<file path="src/rtl/replay_pkg.sv">
// Shared definitions for the replay buffer controller.
//   state_e          : controller FSM states (idle, purge acked entries, replay)
//   SEQ_W / SEQ_HALF : 12-bit sequence number width and half of its range
//   seq_at_or_before : modulo-4096 ordering of two sequence numbers
package replay_pkg;

   localparam int unsigned SEQ_W = 12;
   localparam logic [SEQ_W-1:0] SEQ_HALF = 12'd2048;

   typedef enum logic [1:0] {
      StIdle,
      StPurge,
      StReplay
   } state_e;

   // a is at-or-before b when b lies in the half-range at or ahead of a.
   function automatic logic seq_at_or_before(input logic [SEQ_W-1:0] a,
                                             input logic [SEQ_W-1:0] b);
      logic [SEQ_W-1:0] diff;
      diff = b - a;
      return diff < SEQ_HALF;
   endfunction

endpackage

</file>
<file path="src/rtl/replay_ram.sv">
// Simple dual-port storage for the replay buffer.
//   clk, rst            : clock and asynchronous active-low reset (read register only)
//   wr_en_i/addr/data   : write port
//   rd_en_i/rd_addr_i   : read request; rd_data_o is valid the cycle after and holds
//                         its value while rd_en_i is low
module replay_ram #(
   parameter int unsigned WIDTH = 28,
   parameter int unsigned DEPTH = 64,
   localparam int unsigned AW = $clog2(DEPTH)
) (
   input  logic             clk,
   input  logic             rst,
   input  logic             wr_en_i,
   input  logic [AW-1:0]    wr_addr_i,
   input  logic [WIDTH-1:0] wr_data_i,
   input  logic             rd_en_i,
   input  logic [AW-1:0]    rd_addr_i,
   output logic [WIDTH-1:0] rd_data_o
);

   logic [WIDTH-1:0] mem [DEPTH];
   logic [WIDTH-1:0] rd_data_q;

   always_ff @(posedge clk) begin
      if (wr_en_i) begin
         mem[wr_addr_i] <= wr_data_i;
      end
   end

   always_ff @(posedge clk or negedge rst) begin
      if (!rst) begin
         rd_data_q <= '0;
      end else if (rd_en_i) begin
         rd_data_q <= mem[rd_addr_i];
      end
   end

   assign rd_data_o = rd_data_q;

endmodule

</file>
<file path="src/rtl/replay_buffer_ctrl.sv">
// Replay buffer controller: stores transmitted TLP words tagged with a 12-bit
// sequence number, purges them on ACK/NAK and replays the remainder on NAK or
// replay-timer expiry.
//   clk, rst                     : clock, asynchronous active-low reset
//   wr_valid/wr_data/wr_ready    : TLP store handshake
//   ack_valid/nak_valid/dllp_seq : ACK/NAK DLLP with its sequence number
//   tim_out                      : replay-timer expiry pulse
//   rp_valid/rp_ready/rp_data/rp_seq : replay stream
//   next_seq/count/empty/full    : buffer status
//   replay_num/retrain_req       : replay counter and link-retrain pulse
module replay_buffer_ctrl
   import replay_pkg::*;
#(
   parameter int unsigned DATA_W = 16,
   parameter int unsigned DEPTH  = 64
) (
   input  logic                      clk,
   input  logic                      rst,
   input  logic                      wr_valid,
   input  logic [DATA_W-1:0]         wr_data,
   output logic                      wr_ready,
   input  logic                      ack_valid,
   input  logic                      nak_valid,
   input  logic [SEQ_W-1:0]          dllp_seq,
   input  logic                      tim_out,
   output logic                      rp_valid,
   input  logic                      rp_ready,
   output logic [DATA_W-1:0]         rp_data,
   output logic [SEQ_W-1:0]          rp_seq,
   output logic [SEQ_W-1:0]          next_seq,
   output logic [$clog2(DEPTH):0]    count,
   output logic                      empty,
   output logic                      full,
   output logic [1:0]                replay_num,
   output logic                      retrain_req
);

   localparam int unsigned AW = $clog2(DEPTH);
   localparam int unsigned PW = AW + 1;

   state_e           state_q, state_d;
   logic [PW-1:0]    wr_ptr_q, wr_ptr_d;
   logic [PW-1:0]    head_ptr_q, head_ptr_d;
   logic [PW-1:0]    rd_ptr_q, rd_ptr_d;
   logic [SEQ_W-1:0] next_seq_q, next_seq_d;
   logic [SEQ_W-1:0] lat_seq_q, lat_seq_d;
   logic             is_nak_q, is_nak_d;
   logic [1:0]       replay_num_q, replay_num_d;
   logic             retrain_q, retrain_d;
   logic             rp_valid_q, rp_valid_d;

   logic                    wr_fire, rd_en, enter_replay;
   logic                    purge_hit, purge_more, remain_nonempty;
   logic [SEQ_W-1:0]        head_seq;
   logic [DATA_W+SEQ_W-1:0] rd_word;

   assign count = wr_ptr_q - head_ptr_q;
   assign empty = (count == '0);
   assign full  = (count == PW'(DEPTH));

   // Stored sequence numbers are contiguous, so the head tag follows from
   // next_seq and the fill level without a RAM lookup.
   assign head_seq = next_seq_q - SEQ_W'(count);

   // Gated by rst so the store port is closed during reset and opens as soon
   // as reset is released.
   assign wr_ready = rst && (state_q == StIdle) && !full &&
                     !ack_valid && !nak_valid && !tim_out;
   assign wr_fire  = wr_valid && wr_ready;

   assign purge_hit  = !empty && seq_at_or_before(head_seq, lat_seq_q);
   // Whether the entry behind the one being removed also qualifies.
   assign purge_more = (count > PW'(1)) && seq_at_or_before(head_seq + 12'd1, lat_seq_q);

   always_comb begin
      state_d         = state_q;
      wr_ptr_d        = wr_ptr_q;
      head_ptr_d      = head_ptr_q;
      rd_ptr_d        = rd_ptr_q;
      next_seq_d      = next_seq_q;
      lat_seq_d       = lat_seq_q;
      is_nak_d        = is_nak_q;
      replay_num_d    = replay_num_q;
      retrain_d       = 1'b0;
      rp_valid_d      = rp_valid_q;
      rd_en           = 1'b0;
      enter_replay    = 1'b0;
      remain_nonempty = 1'b0;

      unique case (state_q)
         StIdle: begin
            if (nak_valid || ack_valid) begin
               lat_seq_d = dllp_seq;
               is_nak_d  = nak_valid;
               state_d   = StPurge;
            end else if (tim_out && !empty) begin
               enter_replay = 1'b1;
            end else if (wr_fire) begin
               wr_ptr_d   = wr_ptr_q + PW'(1);
               next_seq_d = next_seq_q + 12'd1;
            end
         end
         StPurge: begin
            if (purge_hit) begin
               head_ptr_d   = head_ptr_q + PW'(1);
               replay_num_d = 2'd0;
            end
            // Leave in the same cycle as the last removal.
            if (!purge_hit || !purge_more) begin
               remain_nonempty = purge_hit ? (count > PW'(1)) : !empty;
               if (is_nak_q && remain_nonempty) begin
                  enter_replay = 1'b1;
               end else begin
                  state_d = StIdle;
               end
            end
         end
         StReplay: begin
            if ((rd_ptr_q != wr_ptr_q) && (!rp_valid_q || rp_ready)) begin
               rd_en      = 1'b1;
               rd_ptr_d   = rd_ptr_q + PW'(1);
               rp_valid_d = 1'b1;
            end else if (rp_valid_q && rp_ready) begin
               // Last entry handed over; nothing left to read.
               rp_valid_d = 1'b0;
               state_d    = StIdle;
            end
         end
         default: state_d = StIdle;
      endcase

      if (enter_replay) begin
         state_d    = StReplay;
         rd_ptr_d   = head_ptr_d;
         rp_valid_d = 1'b0;
         if (replay_num_d == 2'd3) begin
            retrain_d    = 1'b1;
            replay_num_d = 2'd0;
         end else begin
            replay_num_d = replay_num_d + 2'd1;
         end
      end
   end

   always_ff @(posedge clk or negedge rst) begin
      if (!rst) begin
         state_q      <= StIdle;
         wr_ptr_q     <= '0;
         head_ptr_q   <= '0;
         rd_ptr_q     <= '0;
         next_seq_q   <= '0;
         lat_seq_q    <= '0;
         is_nak_q     <= 1'b0;
         replay_num_q <= '0;
         retrain_q    <= 1'b0;
         rp_valid_q   <= 1'b0;
      end else begin
         state_q      <= state_d;
         wr_ptr_q     <= wr_ptr_d;
         head_ptr_q   <= head_ptr_d;
         rd_ptr_q     <= rd_ptr_d;
         next_seq_q   <= next_seq_d;
         lat_seq_q    <= lat_seq_d;
         is_nak_q     <= is_nak_d;
         replay_num_q <= replay_num_d;
         retrain_q    <= retrain_d;
         rp_valid_q   <= rp_valid_d;
      end
   end

   replay_ram #(
      .WIDTH (DATA_W + SEQ_W),
      .DEPTH (DEPTH)
   ) u_ram (
      .clk       (clk),
      .rst       (rst),
      .wr_en_i   (wr_fire),
      .wr_addr_i (wr_ptr_q[AW-1:0]),
      .wr_data_i ({next_seq_q, wr_data}),
      .rd_en_i   (rd_en),
      .rd_addr_i (rd_ptr_q[AW-1:0]),
      .rd_data_o (rd_word)
   );

   assign rp_data     = rd_word[DATA_W-1:0];
   assign rp_seq      = rd_word[DATA_W +: SEQ_W];
   assign rp_valid    = rp_valid_q;
   assign next_seq    = next_seq_q;
   assign replay_num  = replay_num_q;
   assign retrain_req = retrain_q;

endmodule

</file>
<file path="config.mk">
export PLATFORM = sky130hd
export DESIGN_NAME = replay_buffer_ctrl
export DESIGN_NICKNAME = d
export VERILOG_FILES = /design/src/rtl/replay_pkg.sv /design/src/rtl/replay_ram.sv /design/src/rtl/replay_buffer_ctrl.sv
export SDC_FILE = /design/constraint.sdc
export NUM_CORES = 2
export LEC_CHECK = 0
export CORE_MARGIN = 2
export CORE_UTILIZATION = 62
export DETAILED_ROUTE_END_ITERATION = 6
export PLACE_DENSITY = 0.79
export REMOVE_ABC_BUFFERS = 1
export SLEW_MARGIN = 10
export SYNTH_ARGS = -nofsm -noshare
export SYNTH_HDL_FRONTEND = slang
export SYNTH_SLANG_ARGS = --single-unit
</file>
<file path="constraint.sdc">
create_clock -name clk -period 7.2 [get_ports clk]
set_input_delay 1.44 -clock clk [delete_from_list [all_inputs] [get_ports clk]]
set_output_delay 1.44 -clock clk [all_outputs]
set_load 0.02 [all_outputs]
</file>
# --- After elaboration in Yosys (flattened, before gate mapping) ---
# Memory sizes are Yosys's and may differ from the RTL's. A register that Yosys moved wholly into a read port is not among the register bits.
# Cells that the tools add are included.
word_totals:
  input_bits: 35
  mem_count: 1
  output_inout_bits: 54
  regBits: 52
  mem_bits_rw: 1792
  word_cells: 102
memory_table:
  columns: ["memory", "words", "width", "read_ports", "rd_ports_with_merged_regs", "wr", "line", "text"]
  rows:
  - ["u_ram.mem", 64, 28, 1, 1, 1, "replay_ram.sv:21", "logic [WIDTH-1:0] mem [DEPTH];"]
op_classes:
  bitwise: 2
  n_mux: 32
  magnitude_cmp: 3
  reduce_logical: 34
  addsub: 10
  eq_ne: 10
op_table:
  columns: ["cell", "count"]
  rows:
  - ["7-bit two-way mux", 5]
  - ["12-bit by 1-bit adder with 12-bit output (second input constant)", 2]
  - ["12-bit < comparator (second input constant)", 2]
  - ["12-bit subtractor", 2]
  - ["7-bit by 1-bit adder with 7-bit output (second input constant)", 3]
  - ["2-bit two-way mux", 10]
  - ["1-bit two-way mux", 15]
  - ["1-bit logical AND", 12]
  - ["3-bit inequality test (second input constant)", 4]
  - ["12-bit by 7-bit subtractor with 12-bit output", 1]
  - ["1-bit logical NOT", 9]
  - ["7-bit equality test (second input constant)", 1]
  - ["7-bit by 1-bit > comparator with 1-bit output (second input constant)", 1]
  - ["7-bit logical NOT", 1]
  - ["7-bit inequality test", 1]
  - ["7-bit subtractor", 1]
  - ["2-bit one-hot mux with 3 select lines", 1]
  - ["2-bit AND reduction", 3]
  - ["5-bit AND reduction", 1]
  - ["2-bit equality test (second input constant)", 2]
  - ["4-bit AND reduction", 1]
  - ["2-bit nonzero test", 2]
  - ["1-bit logical OR", 3]
  - ["3-bit by 2-bit inequality test with 1-bit output (second input constant)", 1]
  - ["6 further kinds", 7]

# --- Logic depth before layout (Yosys ltp) ---
depth:
  ltp_word: 12
  depth_mapped: 28
  ltp_nobuf: 27

# --- By module ---
# Synthesis repeated with hierarchy kept, for this count alone.
unflattened:
  cells_unflattened: 3699
  area_unflattened_um2: 73574.3
by_module_without_submodules:
  columns: ["module", "cells_per_inst", "n_inst", "area_each_um2", "seq_area_each_um2"]
  rows:
  - ["replay_ram", 3370, 1, 70147.3, 54512.3]
  - ["replay_buffer_ctrl", 329, 1, 3427.0, 1301.2]

# --- Worst setup path after synthesis ---
# No wires, ideal clock.
synth_path:
  kind: "flip-flop to flip-flop"
  from: "reg wr_ptr_q[0]"
  to: "reg replay_num_q[1] (netlist: replay_num[1])"
  setup_ps: 125
  stages_incl_launch_ff: 27
  setup_slack_ps: 1167
  arrival_ps: 5908
  required_time_ps: 7075
  n_path_buf: 1
  period_less_slack_ps: 6033
  path_cell_list: "dfrtp_1 clkbuf_1 inv_1 ha_1 inv_1 fa_1 xor2_1 inv_1 ha_1 o21a_1 o31a_1 o41ai_1 a31oi_1 o21ai_1 nand2b_1 or3_1 xor2_1 ha_1 and4_1 a21oi_1 nor2b_1 xnor2_1 a21oi_1 o21ai_2 and2_1 ha_1 mux2_4"
synth_via:
  elab_chain_cells: 11
  word_cells_on_any_way: 29
  classes_between: "add/sub (6); order compare (3); eq/ne (1); mux (10); reduce/logical (9)"
synth_rtl:
  columns: ["element", "line", "text"]
  rows:
  - ["from (decl)", "replay_buffer_ctrl.sv:42", "logic [PW-1:0] wr_ptr_q, wr_ptr_d;"]
  - ["from (signal assigned)", "replay_buffer_ctrl.sv:159", "wr_ptr_q <= wr_ptr_d;"]
  - ["7-bit subtractor (*)", "replay_buffer_ctrl.sv:57", "assign count = wr_ptr_q - head_ptr_q;"]
  - ["net count[2]", "replay_buffer_ctrl.sv:31", "output logic [$clog2(DEPTH):0] count,"]
  - ["12-bit by 7-bit subtractor with 12-bit output", "replay_buffer_ctrl.sv:63", "assign head_seq = next_seq_q - SEQ_W'(count);"]
  - ["12-bit by 1-bit adder with 12-bit output / 12-bit subtractor (equally long branches)", "replay_buffer_ctrl.sv:73, replay_pkg.sv:20", null]
  - ["12-bit subtractor / 12-bit < comparator (equally long branches)", "replay_pkg.sv:20, replay_pkg.sv:21", null]
  - ["12-bit < comparator / 1-bit logical AND (equally long branches)", "replay_pkg.sv:21, replay_buffer_ctrl.sv:71", null]
  - ["1-bit logical AND / 1-bit two-way mux (equally long branches)", "replay_buffer_ctrl.sv:73, replay_buffer_ctrl.sv:110", null]
  - ["1-bit logical NOT / 1-bit logical AND (equally long branches)", "replay_buffer_ctrl.sv:109, replay_buffer_ctrl.sv:111", null]
  - ["1-bit logical OR / 1-bit two-way mux (equally long branches)", "replay_buffer_ctrl.sv:109, replay_buffer_ctrl.sv:111", null]
  - ["1-bit two-way mux", "replay_buffer_ctrl.sv:109", "if (!purge_hit || !purge_more) begin"]
  - ["1-bit one-hot mux with 2 select lines", "replay_buffer_ctrl.sv:90", "unique case (state_q)"]
  - ["2-bit two-way mux (*)", "replay_buffer_ctrl.sv:132", "if (enter_replay) begin"]
  - ["net replay_num_d[1]", "replay_buffer_ctrl.sv:48", "logic [1:0] replay_num_q, replay_num_d;"]
  - ["to (signal assigned)", "replay_buffer_ctrl.sv:165", "replay_num_q <= replay_num_d;"]
  - ["to (decl)", "replay_buffer_ctrl.sv:48", null]
# The timed path passes the listed nets; every way through them passes the cells marked *.
# A chain may end at the register's enable or synchronous reset.

# --- Worst setup path after layout ---
layout_path:
  from: "reg wr_ptr_q[2]"
  to: "reg replay_num_q[1] (netlist: replay_num[1])"
layout_via:
  elab_chain_cells: 11
  word_cells_on_any_way: 29
  classes_between: "add/sub (6); order compare (3); eq/ne (1); mux (10); reduce/logical (9)"
layout_rtl:
  columns: ["element", "line"]
  rows:
  - ["7-bit subtractor (*)", "replay_buffer_ctrl.sv:57"]
  - ["12-bit by 7-bit subtractor with 12-bit output", "replay_buffer_ctrl.sv:63"]
  - ["12-bit by 1-bit adder with 12-bit output / 12-bit subtractor (equally long branches)", "replay_buffer_ctrl.sv:73, replay_pkg.sv:20"]
  - ["12-bit subtractor / 12-bit < comparator (equally long branches)", "replay_pkg.sv:20, replay_pkg.sv:21"]
  - ["12-bit < comparator / 1-bit logical AND (equally long branches)", "replay_pkg.sv:21, replay_buffer_ctrl.sv:71"]
  - ["1-bit logical AND / 1-bit two-way mux (equally long branches)", "replay_buffer_ctrl.sv:73, replay_buffer_ctrl.sv:110"]
  - ["1-bit logical NOT / 1-bit logical AND (equally long branches)", "replay_buffer_ctrl.sv:109, replay_buffer_ctrl.sv:111"]
  - ["1-bit logical OR / 1-bit two-way mux (equally long branches)", "replay_buffer_ctrl.sv:109, replay_buffer_ctrl.sv:111"]
  - ["1-bit two-way mux", "replay_buffer_ctrl.sv:109"]
  - ["1-bit one-hot mux with 2 select lines", "replay_buffer_ctrl.sv:90"]
  - ["2-bit two-way mux (*)", "replay_buffer_ctrl.sv:132"]
  - ["net replay_num_d[1]", "replay_buffer_ctrl.sv:48"]
# Marked as above.

==> flow_summary.json <==
{
  "n_fill_cell": 6344,
  "power_density_nw_per_um2": 376,
  "ys.flop_type": "edfxtp_1",
  "cts_root_buffer": "clkbuf_16",
  "overflow": 0,
  "timing_hold_violations_final": 0,
  "cts_setup_buffers": 0,
  "finalNetCount": 3240,
  "antenna_left": 0,
  "cp-startpoint": "wr_ptr_q[2]",
  "setup_viol": 0,
  "htreeDepth": 4,
  "grt_max_degree": 116,
  "fin_cells": 4841,
  "hold_class": "reg2reg",
  "wire_per_inst_um": 37.9,
  "status": "finished clean",
  "io_pins": 89,
  "fin_area_um2": 81200,
  "area_growth_pct": 12.0,
  "synth.avg_cell_area_um2": 24.2,
  "synth_top_area_frac": 0.743,
  "wirelength_mm": 183,
  "dr_total_vias": 34600,
  "fin_util": 0.700,
  "coreArea_um2": 116000,
  "cts_resized": 0,
  "io_buffers": 88,
  "ys_warn_count": 0,
  "r2r_cells": 24,
  "fmax_mhz": 149,
  "r2r_setup_slack_ps": 500,
  "cts_hold_buf": 0,
  "synth_edf_count": 1792,
  "cts_tree": "yes",
  "end_kind": "flop",
  "netlist_top_cells_area": "edfxtp_1 (74%), mux4_2 (18%), dfrtp_1 (2.8%)",
  "synth_seq_area_share": 0.770,
  "drive_gt1_frac": 0.316,
  "rsz0062_at_grt": "no",
  "cp-start-kind": "flop",
  "drc": 0,
  "timing.rr.start": "wr_ptr_q[2]",
  "cp-endpoint": "replay_num[1]",
  "placed_cells_incl_taps": 4524,
  "fin_skew_ps": 20.6,
  "clock_latency_ps": 790,
  "dieWidth_um": 346,
  "crit_type": "reg2reg",
  "cts_max_path_buffers": 3,
  "antenna_found_initial": 15,
  "crit_fanout": 13,
  "maxSlewViolCount": 0,
  "ir_drop_mv": 0.399,
  "hpwl_mm": 98.8,
  "async_reset_ff_frac": 0.0427,
  "synth.ff_latch_count": 1872,
  "gp_congestion": 0.904,
  "first_global_vias": 35500,
  "pre_cts_ws_ps": 715,
  "period_minus_slack_ps": 6700,
  "finalCritPeriodShare": 0.930,
  "tightest_slew_ps": 1280,
  "clkSinkCount": 1872,
  "regArea_um2": 55800,
  "setup_tns_ps": 0,
  "start_util": 0.624,
  "dpl-instance-area_um2": 75700,
  "die_h_um": 346,
  "cts_made_buffers": 175,
  "drt-initial-drc-count": 5169,
  "multi_input_area_um2": 16500,
  "drt_pass1_iterations": 6,
  "max_slew_margin": 0.145,
  "crit_arrival_ps": 7370,
  "maxCapViolCount": 0,
  "synth_cell_types": 57,
  "syn_area_um2": 72500,
  "grt_pass1_wl_mm": 262,
  "globalRouteTotalUtil": 0.312,
  "leakage_nw": 24.8,
  "crit_required_ps": 7870,
  "synthesis.instances": 2996,
  "clkSlewWorstSetupHoldPaths_ps": 60,
  "fin_ws_ps": 504,
  "r2r-end": "replay_num[1]",
  "yosysTopAreaCell": "edfxtp_1",
  "via_per_inst": 7.14,
  "dieArea_um2": 120000,
  "rows": 125
}
[report_power, final]
| part | total [mW] | switching (mW) | internal, mW |
|---|---|---|---|
| clock network | 9.02 | 4.02 | 5.00 |
| logic | 8.93 | 4.93 | 4.00 |
| registers | 12.6 | 0.343 | 12.3 |
| total | 30.5 | 9.29 | 21.3 |
[state kept, by name, indices dropped and copies added (netlist names)]
name and flops:
u_ram.mem 1792, head_ptr_q 7, wr_ptr_q 7, state_q 2
rp_valid 1, rd_ptr_q 7, replay_num 2, u_ram.rd_data_o 28
lat_seq_q 12, next_seq 12, is_nak_q 1, retrain_req 1
[how the worst min path moves through the flow]
stage	from	endpoint	slack [ps]	cells after the start
floorplan	is_nak_q	is_nak_q	470	1
global placement	is_nak_q	is_nak_q	490	1
detailed placement	is_nak_q	is_nak_q	490	1
CTS	is_nak_q	is_nak_q	510	1
global route	u_ram.rd_data_o[18]	u_ram.rd_data_o[18]	540	1
finish	is_nak_q	is_nak_q	510	1
[metrics by stage]
step / total power, mW / hold slack, ps
after detailed placement: 21.6 / 492
after global routing: 31.3 / 537
final: 30.5 / 514
after global placement: 21.3 / 491
after CTS: 30.6 / 514
after floorplan: 18.9 / 466
[cells in the final DEF (no fill, tap or decap), types with 12 or more instances in the layout]
cell and instances:
xnor2_1 39, buf_4 64, mux2_2 46, edfxtp_1 1792, nor2_4 64, clkinv_2 19, clkbuf_1 42, mux4_2 588
inv_1 22, clkinv_1 38, nand2_1 24, clkdlybuf4s50_1 71, nand3_1 12, dfrtp_1 62, a21oi_1 12, ha_1 26
clkbuf_16 178, dfrtp_2 14, xor2_1 13
[layout make-up]
type | instances | share of cell area
Tap cell | 1524 | 0.0235
Clock buffer | 225 | 0.0577
Inverter | 22 | 0.00102
Clock inverter | 89 | 0.00983
Timing Repair Buffer | 152 | 0.0172
Antenna cell | 3 | 0.0000925
Multi-Input combinational cell | 954 | 0.203
Sequential cell | 1872 | 0.688
[critical path: stages (launching register included)]
cell and delay (ps):
dfrtp_1 590, ha_1 380, a21oi_1 210, o21ai_0 160
xor2_1 390, inv_1 100, ha_1 310, o21a_1 120
o31a_1 130, o41ai_1 520, a31oi_1 170, o21ai_1 340
nand2b_1 150, or3_1 350, xor2_1 160, ha_1 310
and4_1 200, a21oi_1 180, nor2b_1 340, xnor2_1 140
a21oi_1 390, o21ai_2 170, and2_1 220, ha_1 290
mux2_4 260
[Yosys cell counts (all sizes together) (4+ instances only)]
library cell / count
edfxtp: 1792
mux4: 588
clkbuf: 100
dfrtp: 80
nor2: 72
mux2: 51
buf: 48
xnor2: 39
ha: 26
nand2: 24
inv: 22
xor2: 14
o21ai: 13
a21oi: 12
nand3: 12
and3: 10
nand4: 10
nor2b: 8
nand2b: 7
nand3b: 6
a21o: 5
and2: 5
o211ai: 5
and4: 4
nor3: 4
or3: 4
[per-layer routing]
layer  share of wire  track usage
met5         0.00011            0
met2            0.52        0.520
met3            0.10       0.0622
met4           0.033        0.103
met1            0.35        0.423
[kinds of logic after synthesis]
kind of cell | after synthesis | share of synthesized area
AOI/OAI and AO/OA | 55 | 0.00525
buffers and inverters | 170 | 0.00932
muxes | 641 | 0.191
xor gates and xnor gates | 53 | 0.00651
adders and majority gates | 29 | 0.00518
DFF | 1872 | 0.770
and+or+nand+nor | 176 | 0.0123
Note: power is estimated with default switching activity, not from simulation.
